## src/rtl/osd_regif_arb.sv

```systemverilog
// osd_regif_arb: round-robin arbiter that lets NUM_REQ requesters share one
// register bus. Each access goes IDLE -> BUSY -> RELEASE, so a requester is
// never granted twice back to back without a one-cycle bus gap.
// Optional feature macro: OSD_REGIF_ARB_TIMEOUT_EN. When it is defined, a
// granted access that gets no response within TIMEOUT cycles ends with an
// error strobe.
module osd_regif_arb #(
    parameter int NUM_REQ = 2,
    parameter int TIMEOUT = 255
) (
    input  logic                  clk,
    input  logic                  rst,
    input  logic [NUM_REQ-1:0]    req_request,
    input  logic [NUM_REQ-1:0]    req_write,
    input  logic [16*NUM_REQ-1:0] req_addr,
    input  logic [2*NUM_REQ-1:0]  req_size,
    input  logic [16*NUM_REQ-1:0] req_wdata,
    output logic [NUM_REQ-1:0]    req_ack,
    output logic [NUM_REQ-1:0]    req_err,
    output logic [15:0]           req_rdata,
    output logic [NUM_REQ-1:0]    grant,
    output logic                  reg_request,
    output logic                  reg_write,
    output logic [15:0]           reg_addr,
    output logic [1:0]            reg_size,
    output logic [15:0]           reg_wdata,
    input  logic                  reg_ack,
    input  logic                  reg_err,
    input  logic [15:0]           reg_rdata
);

    typedef enum logic [1:0] {
        IDLE    = 2'd0,
        BUSY    = 2'd1,
        RELEASE = 2'd2
    } state_t;

    // Last BUSY-cycle count value that still counts as "in time".
    localparam logic [15:0] TO_LAST = 16'(TIMEOUT - 1);

    state_t               state_r;
    logic [1:0]           ptr_r;
    logic [1:0]           gidx_r;
    logic [NUM_REQ-1:0]   grant_r;

    // Requester fields padded to four lanes so a 2-bit index is always legal.
    logic [3:0]           req_pad_s;
    logic [3:0]           write_pad_s;
    logic [63:0]          addr_pad_s;
    logic [63:0]          wdata_pad_s;
    logic [7:0]           size_pad_s;

    logic                 pick_found_s;
    logic [1:0]           pick_idx_s;
    logic [1:0]           cand_s;
    logic [3:0]           pick_onehot_s;
    logic [3:0]           owner_onehot_s;
    logic [1:0]           next_ptr_s;

    logic                 busy_s;
    logic                 live_s;
    logic                 resp_ok_s;
    logic                 ack_hit_s;
    logic                 err_hit_s;
    logic                 to_hit_s;
    logic                 done_s;

`ifdef OSD_REGIF_ARB_TIMEOUT_EN
    logic [15:0]          cnt_r;
`else
    logic                 unused_timeout_s;
    assign unused_timeout_s = ^TO_LAST;
`endif

    assign req_pad_s   = 4'(req_request);
    assign write_pad_s = 4'(req_write);
    assign addr_pad_s  = 64'(req_addr);
    assign wdata_pad_s = 64'(req_wdata);
    assign size_pad_s  = 8'(req_size);

    // Round-robin search: first requesting index at or after ptr, wrapping.
    always_comb begin
        pick_found_s = 1'b0;
        pick_idx_s   = 2'd0;
        cand_s       = 2'd0;
        for (int k = 0; k < NUM_REQ; k++) begin
            cand_s = 2'((32'(ptr_r) + 32'(k)) % NUM_REQ);
            if (!pick_found_s && req_pad_s[cand_s]) begin
                pick_found_s = 1'b1;
                pick_idx_s   = cand_s;
            end else begin
                pick_found_s = pick_found_s;
            end
        end
        pick_onehot_s  = 4'b0001 << pick_idx_s;
        owner_onehot_s = 4'b0001 << gidx_r;
        next_ptr_s     = (gidx_r == 2'(NUM_REQ - 1)) ? 2'd0 : gidx_r + 2'd1;
    end

    // Response decode for the current owner; an error beats a simultaneous
    // ack, and a response during reset produces no strobe.
    always_comb begin
        busy_s    = (state_r == BUSY);
        live_s    = busy_s && req_pad_s[gidx_r];
        resp_ok_s = live_s && !rst;
        err_hit_s = resp_ok_s && reg_err;
        ack_hit_s = resp_ok_s && reg_ack && !reg_err;
`ifdef OSD_REGIF_ARB_TIMEOUT_EN
        to_hit_s  = resp_ok_s && !reg_ack && !reg_err && (cnt_r == TO_LAST);
`else
        to_hit_s  = 1'b0;
`endif
        done_s    = busy_s && (!req_pad_s[gidx_r] || reg_ack || reg_err || to_hit_s);
    end

    // Arbitration FSM: owner selection, grant register, pointer advance.
    always_ff @(posedge clk) begin
        if (rst) begin
            state_r <= IDLE;
            ptr_r   <= 2'd0;
            gidx_r  <= 2'd0;
            grant_r <= '0;
`ifdef OSD_REGIF_ARB_TIMEOUT_EN
            cnt_r   <= 16'd0;
`endif
        end else begin
            case (state_r)
                IDLE: begin
                    if (pick_found_s) begin
                        state_r <= BUSY;
                        gidx_r  <= pick_idx_s;
                        grant_r <= pick_onehot_s[NUM_REQ-1:0];
`ifdef OSD_REGIF_ARB_TIMEOUT_EN
                        cnt_r   <= 16'd0;
`endif
                    end else begin
                        grant_r <= '0;
                    end
                end
                BUSY: begin
                    if (done_s) begin
                        state_r <= RELEASE;
                        ptr_r   <= next_ptr_s;
                        grant_r <= '0;
                    end else begin
`ifdef OSD_REGIF_ARB_TIMEOUT_EN
                        cnt_r   <= cnt_r + 16'd1;
`endif
                        grant_r <= grant_r;
                    end
                end
                RELEASE: begin
                    state_r <= IDLE;
                    grant_r <= '0;
                end
                default: begin
                    state_r <= IDLE;
                    grant_r <= '0;
                end
            endcase
        end
    end

    // Shared bus request muxes the owner's fields while it still requests.
    always_comb begin
        reg_request = live_s;
        reg_write   = live_s & write_pad_s[gidx_r];
        reg_addr    = live_s ? addr_pad_s[{gidx_r, 4'd0} +: 16] : 16'd0;
        reg_size    = live_s ? size_pad_s[{gidx_r, 1'b0} +: 2] : 2'd0;
        reg_wdata   = live_s ? wdata_pad_s[{gidx_r, 4'd0} +: 16] : 16'd0;
    end

    // Completion strobes go only to the owner; read data only on a response.
    always_comb begin
        req_ack   = ack_hit_s ? owner_onehot_s[NUM_REQ-1:0] : '0;
        req_err   = (err_hit_s || to_hit_s) ? owner_onehot_s[NUM_REQ-1:0] : '0;
        req_rdata = (ack_hit_s || err_hit_s) ? reg_rdata : 16'd0;
    end

    assign grant = grant_r;

endmodule

```

## config.mk

```make
export PLATFORM = sky130hd
export DESIGN_NAME = osd_regif_arb
export DESIGN_NICKNAME = d
export VERILOG_FILES = /design/src/rtl/osd_regif_arb.sv
export SDC_FILE = /design/constraint.sdc
export NUM_CORES = 1
export LEC_CHECK = 0
export ABC_AREA = 1
export CORE_MARGIN = 5
export CORE_UTILIZATION = 24
export CTS_BUF_LIST = sky130_fd_sc_hd__clkbuf_16
export DETAILED_ROUTE_END_ITERATION = 16
export GPL_TIMING_DRIVEN = 0
export HOLD_SLACK_MARGIN = 0.15
export PLACE_DENSITY = 0.81
export SETUP_SLACK_MARGIN = 0.05
export SLEW_MARGIN = 15
export SYNTH_ARGS = -nofsm -noshare
export SYNTH_HDL_FRONTEND = slang
export SYNTH_SLANG_ARGS = --single-unit
```

## constraint.sdc

```tcl
create_clock -name clk -period 1.56 [get_ports clk]
set_input_delay 0.156 -clock clk [delete_from_list [all_inputs] [get_ports clk]]
set_output_delay 0.156 -clock clk [all_outputs]
set_load 0.02 [all_outputs]
```

==> flow_summary.yaml <==
run_status:
  outcome: "finished, violations left"
  violations: "negative setup slack"
setup_path:
  crit_required_ns: 1.40
  crit_fanout: 8
  startpoint: "state_r[0]$_SDFFE_PP0P_"
  worstSetupStartpointType: "flop"
  arrival_ns: 1.54
  cp-end-kind: "output port"
  reg2reg_from: "gidx_r[0]$_SDFFE_PP0P_"
  worst-setup-path-type: "flop to output port"
global_route:
  grt_max_degree: 11
  grt_pass1_vias: 1765
  grt_overflow: 0
  grt.total_usage: 0.197
  grt_pass1_wl_microns: 8660
  antenna_found_initial: 0
sta:
  post-route-period-util: 1.09
  worstMarginPinSlew_ns: 0.395
  fin_ws_ns: -0.140
  slew_headroom: 0.736
  fin_skew_ns: 0.000670
  final.min_clock_period_ns: 1.70
  rsz0062_at_grt: "yes"
  max_freq_mhz: 588
  drv_slew: 0
  fin_setup_tns_ns: -1.95
  hold_viol: 0
  setup_viol: 40
detailed_routing:
  avgRoutedWirePerCell_microns: 16.7
  ant_nets: 0
  routed_wl_microns: 7000
  via_count: 1952
  first_pass_iters: 4
  initialDrtViolationCount: 46
  via_per_inst: 4.67
  drc: 0
die:
  floorplan.initialDensity: 0.251
  core_sq_mm: 0.00406
  die_y_microns: 75.1
  die_x_microns: 75.1
  die-area_sq_mm: 0.00564
  ios: 150
  rows: 23
finish:
  final_common_cell: "clkdlybuf4s50_1"
  areaGrowthSynthToFinish_pct: 214
  final_layout_size_suffix_gt1_frac: 0.386
  final_cell_mix: "clkdlybuf4s50_1 (91), nand2_1 (76), buf_6 (42), buf_4 (29), inv_1 (22)"
  n_fill_cell: 260
  stdcell_count: 418
  finalInstanceArea_sq_mm: 0.00320
  antenna_cells: 0
  fin_nets: 462
synth:
  syn_avg_cell_area_sq_um: 5.06
  yosysWarnings: 0
  syn_area_sq_mm: 0.00102
  seq_area_frac_synth: 0.118
  netlist_instances: 201
  mappedNetlistNets: 293
  ys_ff_latch: 6
  yosysUniqueCellTypes: 18
place:
  place_hpwl_microns: 4840
  dpl-instance-area_sq_mm: 0.00257
  place_ws_ns: -0.702
  routabilityCongestion: 0.896
  io_buffers: 149
  dp_cells: 400
hold_path:
  hold_path_startpoint: "grant[1]$_SDFFE_PP0P_"
  hp-class: "flop to flop"
job:
  max-cap-violations: 0
clock_network:
  h-tree-depth: 1
  cts_made_buffers: 3
  clock_path_buffers: 2
  cts_tree: "done"
  clk-insertion-delay-late_ns: 0.22
  clkTransAtPathRegs_ns: 0.03
  cts-root-buf: "clkbuf_16"
  clock-sinks: 6
power:
  powerDensity_mw_per_mm2: 455
  power_leakage_nw: 1.43
  peakVddDrop_v: 0.000749
-- layer usage --
metal,up-vias,share of wire,track usage
met5,-,0,0
met3,12,0.073,0.0254
met1,909,0.35,0.227
met4,0,0.018,0.0692
li1,962,-,-
met2,69,0.55,0.368
-- area by class of cell --
| type | instances | area (sq um) | area share |
|---|---|---|---|
| Buffer | 11 | 135 | 0.0423 |
| Multi-Input combinational cell | 159 | 1060 | 0.330 |
| Timing Repair Buffer | 165 | 1650 | 0.516 |
| Sequential cell | 6 | 125 | 0.0391 |
| Tap cell | 50 | 62.6 | 0.0196 |
| Clock buffer | 3 | 75.1 | 0.0235 |
| Inverter | 24 | 92.6 | 0.0290 |
-- flip-flops by register name (all words and copies together) (netlist names) --
| register | count |
|---|---|
| state_r | 2 |
| gidx_r | 1 |
| grant | 2 |
| ptr_r | 1 |
-- cells in the mapped netlist, drive strengths merged --
library cell  count  share of area
nand4             2          0.012
nor2             27           0.15
inv              24          0.089
a21oi            41           0.20
buf              11          0.066
nand2            83           0.33
o21ai             1         0.0049
nand3             3          0.015
dfxtp             6           0.12
clkbuf            2         0.0074
o211ai            1         0.0074
-- metrics by stage --
stage / utilization / hold WS, ns / power, mW
2_1_floorplan: - / 0.225 / 0.451
3_3_place_gp: 0.634 / 0.478 / 0.829
6_report: 0.788 / 0.488 / 1.46
4_1_cts: 0.682 / 0.481 / 1.33
5_1_grt: 0.788 / 0.516 / 1.52
3_5_place_dp: 0.634 / 0.477 / 0.840
-- logic make-up after synthesis --
kind of cell    share of synthesized area
flops                               0.118
compound gates                      0.214
simple gates                        0.506
buf+inv                             0.162
-- timing repair --
action,CTS,global route
cloned,2,1
endpoints found under the setup margin,56,54
buffers inserted,7,7
hold buffers,0,0
resized for setup,327,85
pin swaps,3,3
-- final timing paths --
check | to | slack (ns) | cells after the start
worst max-delay path | req_rdata[12] | -0.14 | 8
worst min-delay path | grant[1]$_SDFFE_PP0P_ | 0.49 | 2
worst max register to register | state_r[0]$_SDFFE_PP0P_ | 0.31 | 8
worst min register to register | grant[1]$_SDFFE_PP0P_ | 0.49 | 2
-- critical path, stage by stage, from the launching register on --
cell and delay, ns:
dfxtp_2 0.33, inv_2 0.05, nor2_4 0.21, nand2_8 0.09, nor2_8 0.13, nand2_8 0.09, clkbuf_16 0.18, nor2_2 0.11
buf_6 0.13
-- power breakdown --
part	switching (mW)	internal (mW)	total, mW
clock	0.0758	0.328	0.404
combinational	0.409	0.462	0.871
sequential	0.0138	0.168	0.181
Note: power is estimated with default switching activity, not from simulation.
